===== config.mk =====
export PLATFORM = sky130hd
export DESIGN_NAME = speicher_arbiter
export DESIGN_NICKNAME = d
export VERILOG_FILES = /design/src/rtl/speicher_arbiter.sv
export SDC_FILE = /design/constraint.sdc
export NUM_CORES = 1
export LEC_CHECK = 0
export CELL_PAD_IN_SITES_DETAIL_PLACEMENT = 0
export CELL_PAD_IN_SITES_GLOBAL_PLACEMENT = 1
export CORE_ASPECT_RATIO = 1.1
export CORE_MARGIN = 2
export CORE_UTILIZATION = 27
export CTS_BUF_LIST = sky130_fd_sc_hd__clkbuf_2
export CTS_CLUSTER_DIAMETER = 150
export CTS_CLUSTER_SIZE = 16
export DETAILED_ROUTE_END_ITERATION = 6
export GPL_ROUTABILITY_DRIVEN = 0
export PLACE_DENSITY_LB_ADDON = 0.1
export SETUP_SLACK_MARGIN = 0.3
export SLEW_MARGIN = 20
export SYNTH_ARGS = -nofsm -noshare
export SYNTH_HDL_FRONTEND = slang
export SYNTH_SLANG_ARGS = --single-unit

===== constraint.sdc =====
create_clock -name Clock -period 1.6 [get_ports Clock]
set_input_delay 0.32 -clock Clock [delete_from_list [all_inputs] [get_ports Clock]]
set_output_delay 0.32 -clock Clock [all_outputs]
set_load 0.02 [all_outputs]

===== src/rtl/speicher_arbiter.sv =====
// Shares one word-addressed RAM between the instruction cache (port 0) and data cache (port 1).
// Optional round-robin tie breaking: define SPEICHER_ARBITER_ROUNDROBIN_EN (default: port 1 wins ties).
module speicher_arbiter #(
  parameter int ADRESSBREITE = 32,
  parameter int DATENBREITE  = 32
) (
  input  logic                    Clock,
  input  logic                    Reset,
  input  logic                    Lesen0,
  input  logic                    Lesen1,
  input  logic                    Schreiben0,
  input  logic                    Schreiben1,
  input  logic [ADRESSBREITE-1:0] Adresse0,
  input  logic [ADRESSBREITE-1:0] Adresse1,
  input  logic [DATENBREITE-1:0]  SchreibDaten0,
  input  logic [DATENBREITE-1:0]  SchreibDaten1,
  output logic [DATENBREITE-1:0]  LesDaten0,
  output logic [DATENBREITE-1:0]  LesDaten1,
  output logic                    DatenGelesen0,
  output logic                    DatenGelesen1,
  output logic                    DatenGeschrieben0,
  output logic                    DatenGeschrieben1,
  output logic                    RAMLesen,
  output logic                    RAMSchreiben,
  output logic [ADRESSBREITE-1:0] RAMAdresse,
  output logic [DATENBREITE-1:0]  RAMSchreibDaten,
  input  logic [DATENBREITE-1:0]  RAMLesDaten,
  input  logic                    RAMDatenGelesen,
  input  logic                    RAMDatenGeschrieben
);

  typedef enum logic [1:0] {IDLE, ISSUE, DONE} zustandT;

  zustandT zustand;
  logic    vergabe;
  logic    schreibOp;
`ifdef SPEICHER_ARBITER_ROUNDROBIN_EN
  logic    letzteVergabe;
`endif

  logic [1:0]              lesenVec;
  logic [1:0]              schreibenVec;
  logic [1:0]              anfrageVec;
  logic                    gewinner;
  logic                    gewinnerSchreibt;
  logic [ADRESSBREITE-1:0] gewinnerAdresse;
  logic [DATENBREITE-1:0]  gewinnerDaten;

  assign lesenVec     = {Lesen1, Lesen0};
  assign schreibenVec = {Schreiben1, Schreiben0};

  genvar gi;
  generate
    for (gi = 0; gi < 2; gi++) begin : gAnfrage
      assign anfrageVec[gi] = lesenVec[gi] | schreibenVec[gi];
    end
  endgenerate

  always_comb begin
    gewinner = anfrageVec[1];
    if (anfrageVec == 2'b11) begin
`ifdef SPEICHER_ARBITER_ROUNDROBIN_EN
      gewinner = ~letzteVergabe;
`else
      gewinner = 1'b1;
`endif
    end
  end

  // A port asserting both read and write is treated as a write.
  assign gewinnerSchreibt = gewinner ? Schreiben1 : Schreiben0;
  assign gewinnerAdresse  = gewinner ? Adresse1 : Adresse0;
  assign gewinnerDaten    = gewinner ? SchreibDaten1 : SchreibDaten0;

  always_ff @(posedge Clock) begin
    if (Reset) begin
      zustand           <= IDLE;
      vergabe           <= 1'b0;
      schreibOp         <= 1'b0;
`ifdef SPEICHER_ARBITER_ROUNDROBIN_EN
      letzteVergabe     <= 1'b1;
`endif
      RAMLesen          <= 1'b0;
      RAMSchreiben      <= 1'b0;
      RAMAdresse        <= '0;
      RAMSchreibDaten   <= '0;
      LesDaten0         <= '0;
      LesDaten1         <= '0;
      DatenGelesen0     <= 1'b0;
      DatenGelesen1     <= 1'b0;
      DatenGeschrieben0 <= 1'b0;
      DatenGeschrieben1 <= 1'b0;
    end else begin
      DatenGelesen0     <= 1'b0;
      DatenGelesen1     <= 1'b0;
      DatenGeschrieben0 <= 1'b0;
      DatenGeschrieben1 <= 1'b0;
      case (zustand)
        IDLE: begin
          if (|anfrageVec) begin
            vergabe         <= gewinner;
            schreibOp       <= gewinnerSchreibt;
            RAMAdresse      <= gewinnerAdresse;
            RAMSchreibDaten <= gewinnerDaten;
            RAMSchreiben    <= gewinnerSchreibt;
            RAMLesen        <= ~gewinnerSchreibt;
            zustand         <= ISSUE;
          end
        end
        ISSUE: begin
          // Only the acknowledge matching the latched op ends the access.
          if (schreibOp && RAMDatenGeschrieben) begin
            RAMSchreiben <= 1'b0;
            zustand      <= DONE;
            if (vergabe) DatenGeschrieben1 <= 1'b1;
            else         DatenGeschrieben0 <= 1'b1;
          end else if (!schreibOp && RAMDatenGelesen) begin
            RAMLesen <= 1'b0;
            zustand  <= DONE;
            if (vergabe) begin
              LesDaten1     <= RAMLesDaten;
              DatenGelesen1 <= 1'b1;
            end else begin
              LesDaten0     <= RAMLesDaten;
              DatenGelesen0 <= 1'b1;
            end
          end
        end
        DONE: begin
`ifdef SPEICHER_ARBITER_ROUNDROBIN_EN
          letzteVergabe <= vergabe;
`endif
          zustand <= IDLE;
        end
        default: zustand <= IDLE;
      endcase
    end
  end

endmodule

### Yosys cells after proc, flatten, opt, wreduce, memory -nomap -nowiden

Cells that the tools add are included.
W data, S select, Z words.

* bitwise gates (word level): 7
* equality and inequality tests: 7
* reduce and logical (&&, ||, !) cells: 14
* muxes and demuxes: 17

Operators by type and width (count)
* $mux W32: 2
* $reduce_and A4 Y1: 3
* $mux W1: 9
* $ne A2 B2 Y1 const B: 4
* $mux W2: 3
* $not A1 Y1: 5
* $pmux W1 S2: 2
* $pmux W2 S2: 1
* $reduce_and A2 Y1: 2
* $reduce_or A4 Y1: 1
* $ne A3 B3 Y1 const B: 1
* $reduce_and A3 Y1: 1
* $reduce_or A3 Y1: 1
* $eq A2 B1 Y1 const B: 1
* $eq A2 B2 Y1 const B: 1
* $logic_and A1 B1 Y1: 2
* $logic_not A2 Y1: 1
* $or A1 B1 Y1: 2
* $reduce_bool A2 Y1: 1
* $reduce_or A2 Y1: 1
* $logic_not A1 Y1: 1

* flip-flop bits (word level): 138
* bits of input ports: 168

### Longest topological paths before layout

Gate-level depths: netlist (run 1).

* depth after elaboration: 7
* mapped depth: 6
* gate-level depth less buffers: 4

### Worst setup path before layout (run 1)

No wires, ideal clock.

* path type: in2reg
* start point: input Schreiben1
* end point: register RAMAdresse[22]
* setup slack: 0.311 ns
* setup time: 0.091 ns
* buffers on the path: 2
* cell stages on the path: 5
* arrival: 1.198 ns
* cell sequence: nor4_4 -> nor3_2 -> buf_2 -> buf_4 -> a311oi_1

* longest elaborated chain between the ends: 4

Ends and longest elaborated chain
* from (decl): line 12 `input logic Schreiben1,`
* $or A1 B1 Y1 (*): line 55 `assign anfrageVec[gi] = lesenVec[gi] | schreibenVec[gi];`
* $eq A2 B2 Y1: line 61 `if (anfrageVec == 2'b11) begin`
* $mux W1: line 61
* $mux W32: line 72 `assign gewinnerAdresse = gewinner ? Adresse1 : Adresse0;`
* to (signal assigned): line 103 `RAMAdresse <= gewinnerAdresse;`
* to (decl): line 25 `output logic [ADRESSBREITE-1:0] RAMAdresse,`

Mark *: on every way between the ends. The rest lies on a longest branch, timed or not.
A chain may end at the register's enable or synchronous reset.

### Final worst setup path (run 1)

* start point: register RAMAdresse[4]
* end point: output RAMAdresse[4]

No word-level cell between the ends.

==> key figures, run 1 <==
Floorplan
  – Std-Cell Rows: 54
  – IO Count: 302
  – Starting Density: 0.274
  – Die Y: 153 µm
  – Die width: 139 µm
  – Die area: 0.0212 mm²
  – Core Area: 0.0198 mm²

Critical path
  – Top delay family on crit path: flip-flops
  – Slowest cell on the critical path: dfxtp_2
  – CP Launch Type: flop
  – Crit-path cells: buf_6
  – Bufs and invs on worst path: 1
  – Worst-path fanout max: 2
  – Setup crit end kind: primary output
  – Launch point of the worst reg-to-reg path: zustand[1]$_SDFFE_PP0P_
  – Setup CP Type: reg2out
  – CP peak stage delay: 0.41 ns
  – CP arrival: 1.23 ns
  – Capture point of the worst reg-to-reg path: LesDaten1[16]$_SDFFE_PP0P_
  – R2R depth: 7
  – Worst R2R Setup Slack: 0.12 ns
  – CP required: 1.28 ns

Logic synthesis
  – Synthesis Warnings: 0
  – Unique masters post-synth: 20
  – Post-synth EDFFs: 0
  – Register area share after synthesis: 0.510
  – Gate Count Post-Synth: 685
  – Synth Cell Area: 0.00542 mm²
  – Syn_nets: 853
  – #FFs+latches synth: 138
  – Syn_area_per_cell: 7.91 µm²
  – Async set-reset flop share out of synthesis: 0
  – Most used DFF post-synth: dfxtp_1

Global route
  – Gr ovfl total: 0
  – Largest net degree at the start of global routing: 55
  – Met1 Usage GRT: 0.233
  – Vias in the first global route: 6,077
  – Met2 GRT Util: 0.342
  – First-pass GRT wire length: 33,800 µm
  – Busiest grt layer: met2
  – Initial antenna violation count: 1
  – Total track usage: 0.202
  – Routing usage on met3: 0.0770

Layout
  – Layout area overhead: 115%
  – Share of cells above drive strength 1: 0.566
  – Fin area: 0.0117 mm²
  – Final Util: 0.590
  – Final net count: 1,221

Timing
  – Tcrit/Tclk final: 0.966
  – Hold slack: 0.138 ns
  – Final Hold Fails: 0
  – Max_slew headroom: 0.633
  – Fin. max-slew vios: 0
  – Tmin final: 1.55 ns
  – RSZ-0062 raised after global routing: true
  – Fmax: 0.647 GHz
  – Skew final: 0.0340 ns
  – Final setup violation count: 0
  – Final worst slack: 0.0538 ns
  – Slew @ Worst Pin: 0.550 ns

Flow run
  – MaxCap Viol Count: 0

CTS
  – H-tree levels: 4
  – Clk Latency, worst-skew pair: 0.70 ns
  – Num Clock Sinks: 138
  – CTS Buf Count: 17
  – Root buffer cell: clkbuf_2
  – CTS tree: done
  – Clock Path Buffers: 2
  – Clock slew seen by the registers of the worst setup and hold paths: 0.24 ns

Min path
  – Worst Hold Path EP: RAMAdresse[10]$_SDFFE_PP0P_
  – HP Start: Adresse0[10]
  – Hold path cells: 3
  – Hold crit path type: in2reg

Placed design
  – Dpl hpwl: 14,100 µm
  – Placement-stage cell area: 0.00893 mm²
  – Pre-CTS setup slack: -0.420 ns
  – PortBufs: 301

Pwr
  – Peak supply drop: 0.000390 V
  – Leakage: 0.00457 µW
  – Total power: 9820 µW
  – Int Pwr: 6550 µW
  – Sequential share of power: 0.409
  – Cell Pwr Density: 840 mW/mm²
  – NetSw: 3260 µW
  – Gate power share: 0.373
  – Clock group share of total power: 0.217
  – Switching power share of the total: 0.332

Detailed routing
  – DR vias: 6,325
  – TritonRoute pass-1 iters: 4
  – Routed WL: 23,400 µm
  – Antenna viol nets, final: 0
  – Wire per inst: 17.7 µm
  – Initial DRC count: 211
  – Number of remaining DRC errors: 0
  – Routed vias/inst: 4.80

Outcome
  – Outcome: finished clean
worst max path at each step:
stage,startpoint,endpoint,slack (ns),cells past startpoint
floorplan,Schreiben1,RAMAdresse[22]$_SDFFE_PP0P_,0.31,5
global placement,Lesen0,RAMSchreibDaten[20]$_SDFFE_PP0P_,-0.34,8
detailed placement,Lesen0,RAMSchreibDaten[12]$_SDFFE_PP0P_,-0.42,8
CTS,RAMAdresse[10]$_SDFFE_PP0P_,RAMAdresse[10],-0.05,1
global route,LesDaten0[11]$_SDFFE_PP0P_,LesDaten0[11],-0.11,1
finish,RAMAdresse[4]$_SDFFE_PP0P_,RAMAdresse[4],0.05,1
cells in the final DEF, fill, tap and decap left out, types with 2 or more instances in the layout:
cell             count
nand3_4              2
inv_1                2
o21ai_0             64
nand2_4             43
dfxtp_2            130
a21oi_1             21
nand2_2             14
a311oi_1            37
clkinv_1             2
clkbuf_2            17
clkdlybuf4s50_1    164
bufinv_16            2
a21oi_2             50
buf_6              153
clkinv_4             3
buf_4               44
nor2_2              18
buf_16              12
nor2_4              24
nor3_4               3
buf_12              22
clkinv_2             2
a311oi_2            27
nor2_1              27
nand2_1            139
clkbuf_16            8
inv_6                4
dfxtp_4              8
nand2b_4             4
buf_2                2
buf_8                5
logic make-up after synthesis:
family,after synthesis,synth area share
AO/OA/AOI/OAI,202,0.233
buffers and inverters,64,0.0517
flip-flops,138,0.510
AND/OR/NAND/NOR,281,0.206
cell usage after synthesis, types with 3 or more instances:
| cell | number | share of area |
|---|---|---|
| a21oi_1 | 71 | 0.066 |
| a311oi_1 | 64 | 0.10 |
| buf_2 | 23 | 0.021 |
| buf_4 | 3 | 0.0042 |
| clkbuf_1 | 36 | 0.025 |
| dfxtp_1 | 138 | 0.51 |
| nand2_1 | 196 | 0.14 |
| nand2b_1 | 4 | 0.0046 |
| nand3_1 | 3 | 0.0028 |
| nor2_1 | 69 | 0.048 |
| nor3_2 | 3 | 0.0055 |
| o21ai_0 | 64 | 0.059 |
cell type report:
cell class / count / area [µm²]
Fill cell: 1786 / 8120
Clock inverter: 14 / 146
Tap cell: 252 / 315
Inverter: 2 / 7.51
Antenna cell: 1 / 2.50
Sequential cell: 138 / 2960
Clock buffer: 17 / 85.1
Timing Repair Buffer: 411 / 4760
Multi-Input combinational cell: 483 / 3410
routing by layer:
metal	up-vias	routed length [µm]
met5	-	0
met4	0	527
met3	26	1670
met2	198	12000
met1	2991	9200
li1	3110	-
sequential cells by signal, indices dropped and copies added (netlist names):
| register | flops |
|---|---|
| RAMAdresse | 32 |
| DatenGeschrieben1 | 1 |
| LesDaten0 | 32 |
| RAMLesen | 1 |
| DatenGelesen0 | 1 |
| schreibOp | 1 |
| RAMSchreibDaten | 32 |
| DatenGeschrieben0 | 1 |
| vergabe | 1 |
| DatenGelesen1 | 1 |
| RAMSchreiben | 1 |
| zustand | 2 |
| LesDaten1 | 32 |
power by group through the flow:
stage	clock, µW	sequential [µW]	combinational, µW
detailed placement	0	3950	2400
global route	2390	4060	3890
floorplan	0	4270	704
CTS	2240	3990	3030
finish	2130	4020	3670
global placement	0	3950	2400
repair_timing:
action / CTS / global route
hold buffers: 1 / 0
buffers inserted: 22 / 32
gates cloned: 12 / 8
setup endpoints to repair: 263 / 267
pin swaps: 48 / 127
hold endpoints to repair: 12 / 0
resized for setup: 1007 / 249
stage by stage:
step	setup TNS (ns)	instances
floorplan	0	685
global placement	-21.85	1211
detailed placement	-24.02	1211
CTS	-1.68	1277
global route	-9.69	1318
finish	0	1318
Note: power is estimated with default switching activity, not from simulation.
==> run 2, diff against run 1 <==
SLEW_MARGIN = not set   (was 20)
==> results of run 2 <==
Final layout, timing and power as in run 1 (identical DEF).
==> run 3, diff against run 2 <==
CELL_PAD_IN_SITES_DETAIL_PLACEMENT = 1   (was 0)
==> run 3 against run 2 <==
Critical path depth is the same. Routed wire length grew 15%. Hold slack lost 0.028 ns. Utilization grew 0.37 points. Sequential power is essentially flat. Sequential cell count is the same. Count of clock-buffer cells in the layout is the same. Register-to-register slack lost 0.10 ns. Non-clock buffer count grew 8. Sequential share of layout area shrank 0.095 points. Maximum frequency shrank 3.1%. Cell count grew 0.68%. Critical path type unchanged. Critical endpoint is now LesDaten0[21]. Highest routed layer unchanged.
==> key figures, run 3 (same netlist as run 1, synthesis figures left out) <==
Floorplan
  – Die Y: 153 µm (unchanged)
  – Die width: 139 µm (unchanged)
  – Starting Density: 0.274 (unchanged)
  – Die area: 0.0212 mm² (unchanged)
  – Core Area: 0.0198 mm² (unchanged)
  – Std-Cell Rows: 54 (unchanged)
  – IO Count: 302 (unchanged)

Timing
  – Hold slack: 0.109 ns (-0.0282 ns)
  – Final worst slack: 0.00377 ns (-0.0500 ns)
  – Max_slew headroom: 0.663 (+0.0293)
  – Setup TNS: 0 ns (unchanged)
  – Skew final: 0.0367 ns (+0.00269 ns)
  – Fmax: 0.626 GHz (-3.1%)
  – Fin. max-slew vios: 0 (unchanged)
  – Final setup violation count: 0 (unchanged)
  – Final Hold Fails: 0 (unchanged)
  – Tmin final: 1.60 ns (+0.0500 ns)
  – RSZ-0062 raised after global routing: true
  – Slew @ Worst Pin: 0.506 ns (-0.0440 ns)
  – Tcrit/Tclk final: 0.998 (+0.0313)

Pwr
  – Int Pwr: 6720 µW (+2.5%)
  – Sequential share of power: 0.398 (-0.011)
  – Cell Pwr Density: 862 mW/mm² (+2.6%)
  – Leakage: 0.00446 µW (-2.4%)
  – Peak supply drop: 0.000460 V (+18%)
  – Clock group share of total power: 0.238 (+0.021)
  – Gate power share: 0.364 (-0.009)
  – Switching power share of the total: 0.337 (+0.00495)
  – NetSw: 3420 µW (+4.8%)

Min path
  – HP Start: Adresse0[11]
  – Hold crit path type: in2reg

Critical path
  – Top delay family on crit path: flip-flops
  – Bufs and invs on worst path: 1 (unchanged)
  – CP required: 1.28 ns (about the same)
  – Crit-path cells: buf_6
  – Launch point of the worst reg-to-reg path: zustand[0]$_SDFFE_PP0P_
  – CP arrival: 1.28 ns (+0.05 ns)
  – Slowest cell on the critical path: dfxtp_2
  – CP Launch Type: flop
  – CP startpoint: LesDaten0[21]$_SDFFE_PP0P_
  – Worst-path fanout max: 2 (unchanged)
  – CP peak stage delay: 0.43 ns (+0.02 ns)
  – Setup crit end kind: primary output
  – Setup CP Type: reg2out

CTS
  – Num Clock Sinks: 138 (unchanged)
  – CTS Buf Count: 17 (unchanged)
  – Clock Path Buffers: 2 (unchanged)
  – Clk Latency, worst-skew pair: 0.73 ns (+0.03 ns)
  – Clock slew seen by the registers of the worst setup and hold paths: 0.24 ns (about the same)
  – CTS tree: done
  – H-tree levels: 4 (unchanged)
  – Root buffer cell: clkbuf_2

Layout
  – Final Instance Count excl. Fillers: 1,327 (+0.68%)
  – Most frequent cells in the layout: clkdlybuf4s50_1, buf_6, nand2_1, dfxtp_2, o21ai_0
  – Filler cells: 2,143 (+20%)
  – Commonest non-fill, non-tap cell in the layout: clkdlybuf4s50_1
  – Layout area overhead: 117%
  – Fin area: 0.0118 mm² (+0.63%)
  – Area of the multi-input gates: 0.00339 mm² (-0.59%)
  – FF/Latch Area: 0.00296 mm² (+0.25%)
  – Share of cells above drive strength 1: 0.578 (+0.0120)
  – Final net count: 1,229 (+0.66%)

Global route
  – First-pass GRT wire length: 36,500 µm (+7.9%)
  – Gr ovfl total: 0 (unchanged)
  – Initial antenna violation count: 1 (unchanged)
  – Total track usage: 0.217 (+0.0156)
  – Vias in the first global route: 6,597 (+8.6%)
  – Largest net degree at the start of global routing: 55 (unchanged)

Detailed routing
  – TritonRoute pass-1 iters: 4 (unchanged)
  – Routed vias/inst: 5.02 (+4.5%)
  – Wire per inst: 20.2 µm (+14%)
  – DR vias: 6,655 (+5.2%)
  – Antenna viol nets, final: 0 (unchanged)
  – Number of remaining DRC errors: 0 (unchanged)
  – Initial DRC count: 204 (-3.3%)
  – Routed WL: 26,900 µm (+15%)

Flow run
  – MaxCap Viol Count: 0 (unchanged)

Placed design
  – Post-Place Cells: 1,211 (unchanged)
  – PortBufs: 301 (unchanged)
  – Dpl hpwl: 15,100 µm (+7.0%)
  – Placement-stage cell area: 0.00893 mm² (unchanged)
  – Pre-CTS setup slack: -0.405 ns (+0.0155 ns)

Outcome
  – Outcome: finished clean
[run 3: changes by cell type in the layout (fill, tap and decap cells not counted), moves of 3 or more]
cell,before,now
nand2_2,14,29
clkinv_4,3,0
dfxtp_4,8,11
nor2_1,27,23
buf_4,44,54
clkinvlp_4,1,4
buf_12,22,17
nand2_1,139,132
nor2_2,18,23
nand2_4,43,35
dfxtp_2,130,127
[run 3: what timing repair did]
item                                    4_1_cts  5_1_grt
resized for setup                          1003      259
cloned                                       13       12
hold buffers                                  1        1
pin swaps                                    42      122
buffers inserted                             25       31
hold endpoints to repair                     12        1
endpoints found under the setup margin      265      266
[run 3: metal layers]
| layer | vias to the layer above | part of all wire | global-route usage |
|---|---|---|---|
| met4 | 0 | 0.036 | 0.0798 |
| met1 | 3231 | 0.38 | 0.245 |
| met3 | 45 | 0.065 | 0.0779 |
| li1 | 3139 | - | - |
| met5 | - | 0 | 0 |
| met2 | 240 | 0.52 | 0.378 |
[run 3: final timing paths]
path,to,slack (ns),cells past startpoint
worst max-delay path,LesDaten0[21],0.004,1
worst min-delay path,RAMAdresse[11]$_SDFFE_PP0P_,0.11,3
worst max register to register,RAMSchreibDaten[17]$_SDFFE_PP0P_,0.02,7
worst min register to register,LesDaten1[1]$_SDFFE_PP0P_,0.48,2
[run 3: final cells by class]
type | count | area share
Clock buffer | 17 | 0.00724
Inverter | 2 | 0.000639
Timing Repair Buffer | 419 | 0.409
Multi-Input combinational cell | 483 | 0.288
Tap cell | 252 | 0.0268
Clock inverter | 15 | 0.0160
Antenna cell | 1 | 0.000213
Sequential cell | 138 | 0.252
[run 3: power groups by stage]
stage | logic [µW] | registers, µW | clock network, µW
after floorplan | 704 | 4270 | 0
after global placement | 2400 | 3950 | 0
after detailed placement | 2420 | 3960 | 0
after CTS | 3020 | 3990 | 2520
after global routing | 3900 | 4070 | 2670
final | 3690 | 4030 | 2410
[run 3: per-stage QoR]
stage | utilization | total power, µW
after detailed placement | 0.451 | 6380
after global routing | 0.594 | 10600
final | 0.594 | 10100
after CTS | 0.519 | 9530
after floorplan | - | 4980
after global placement | 0.451 | 6350
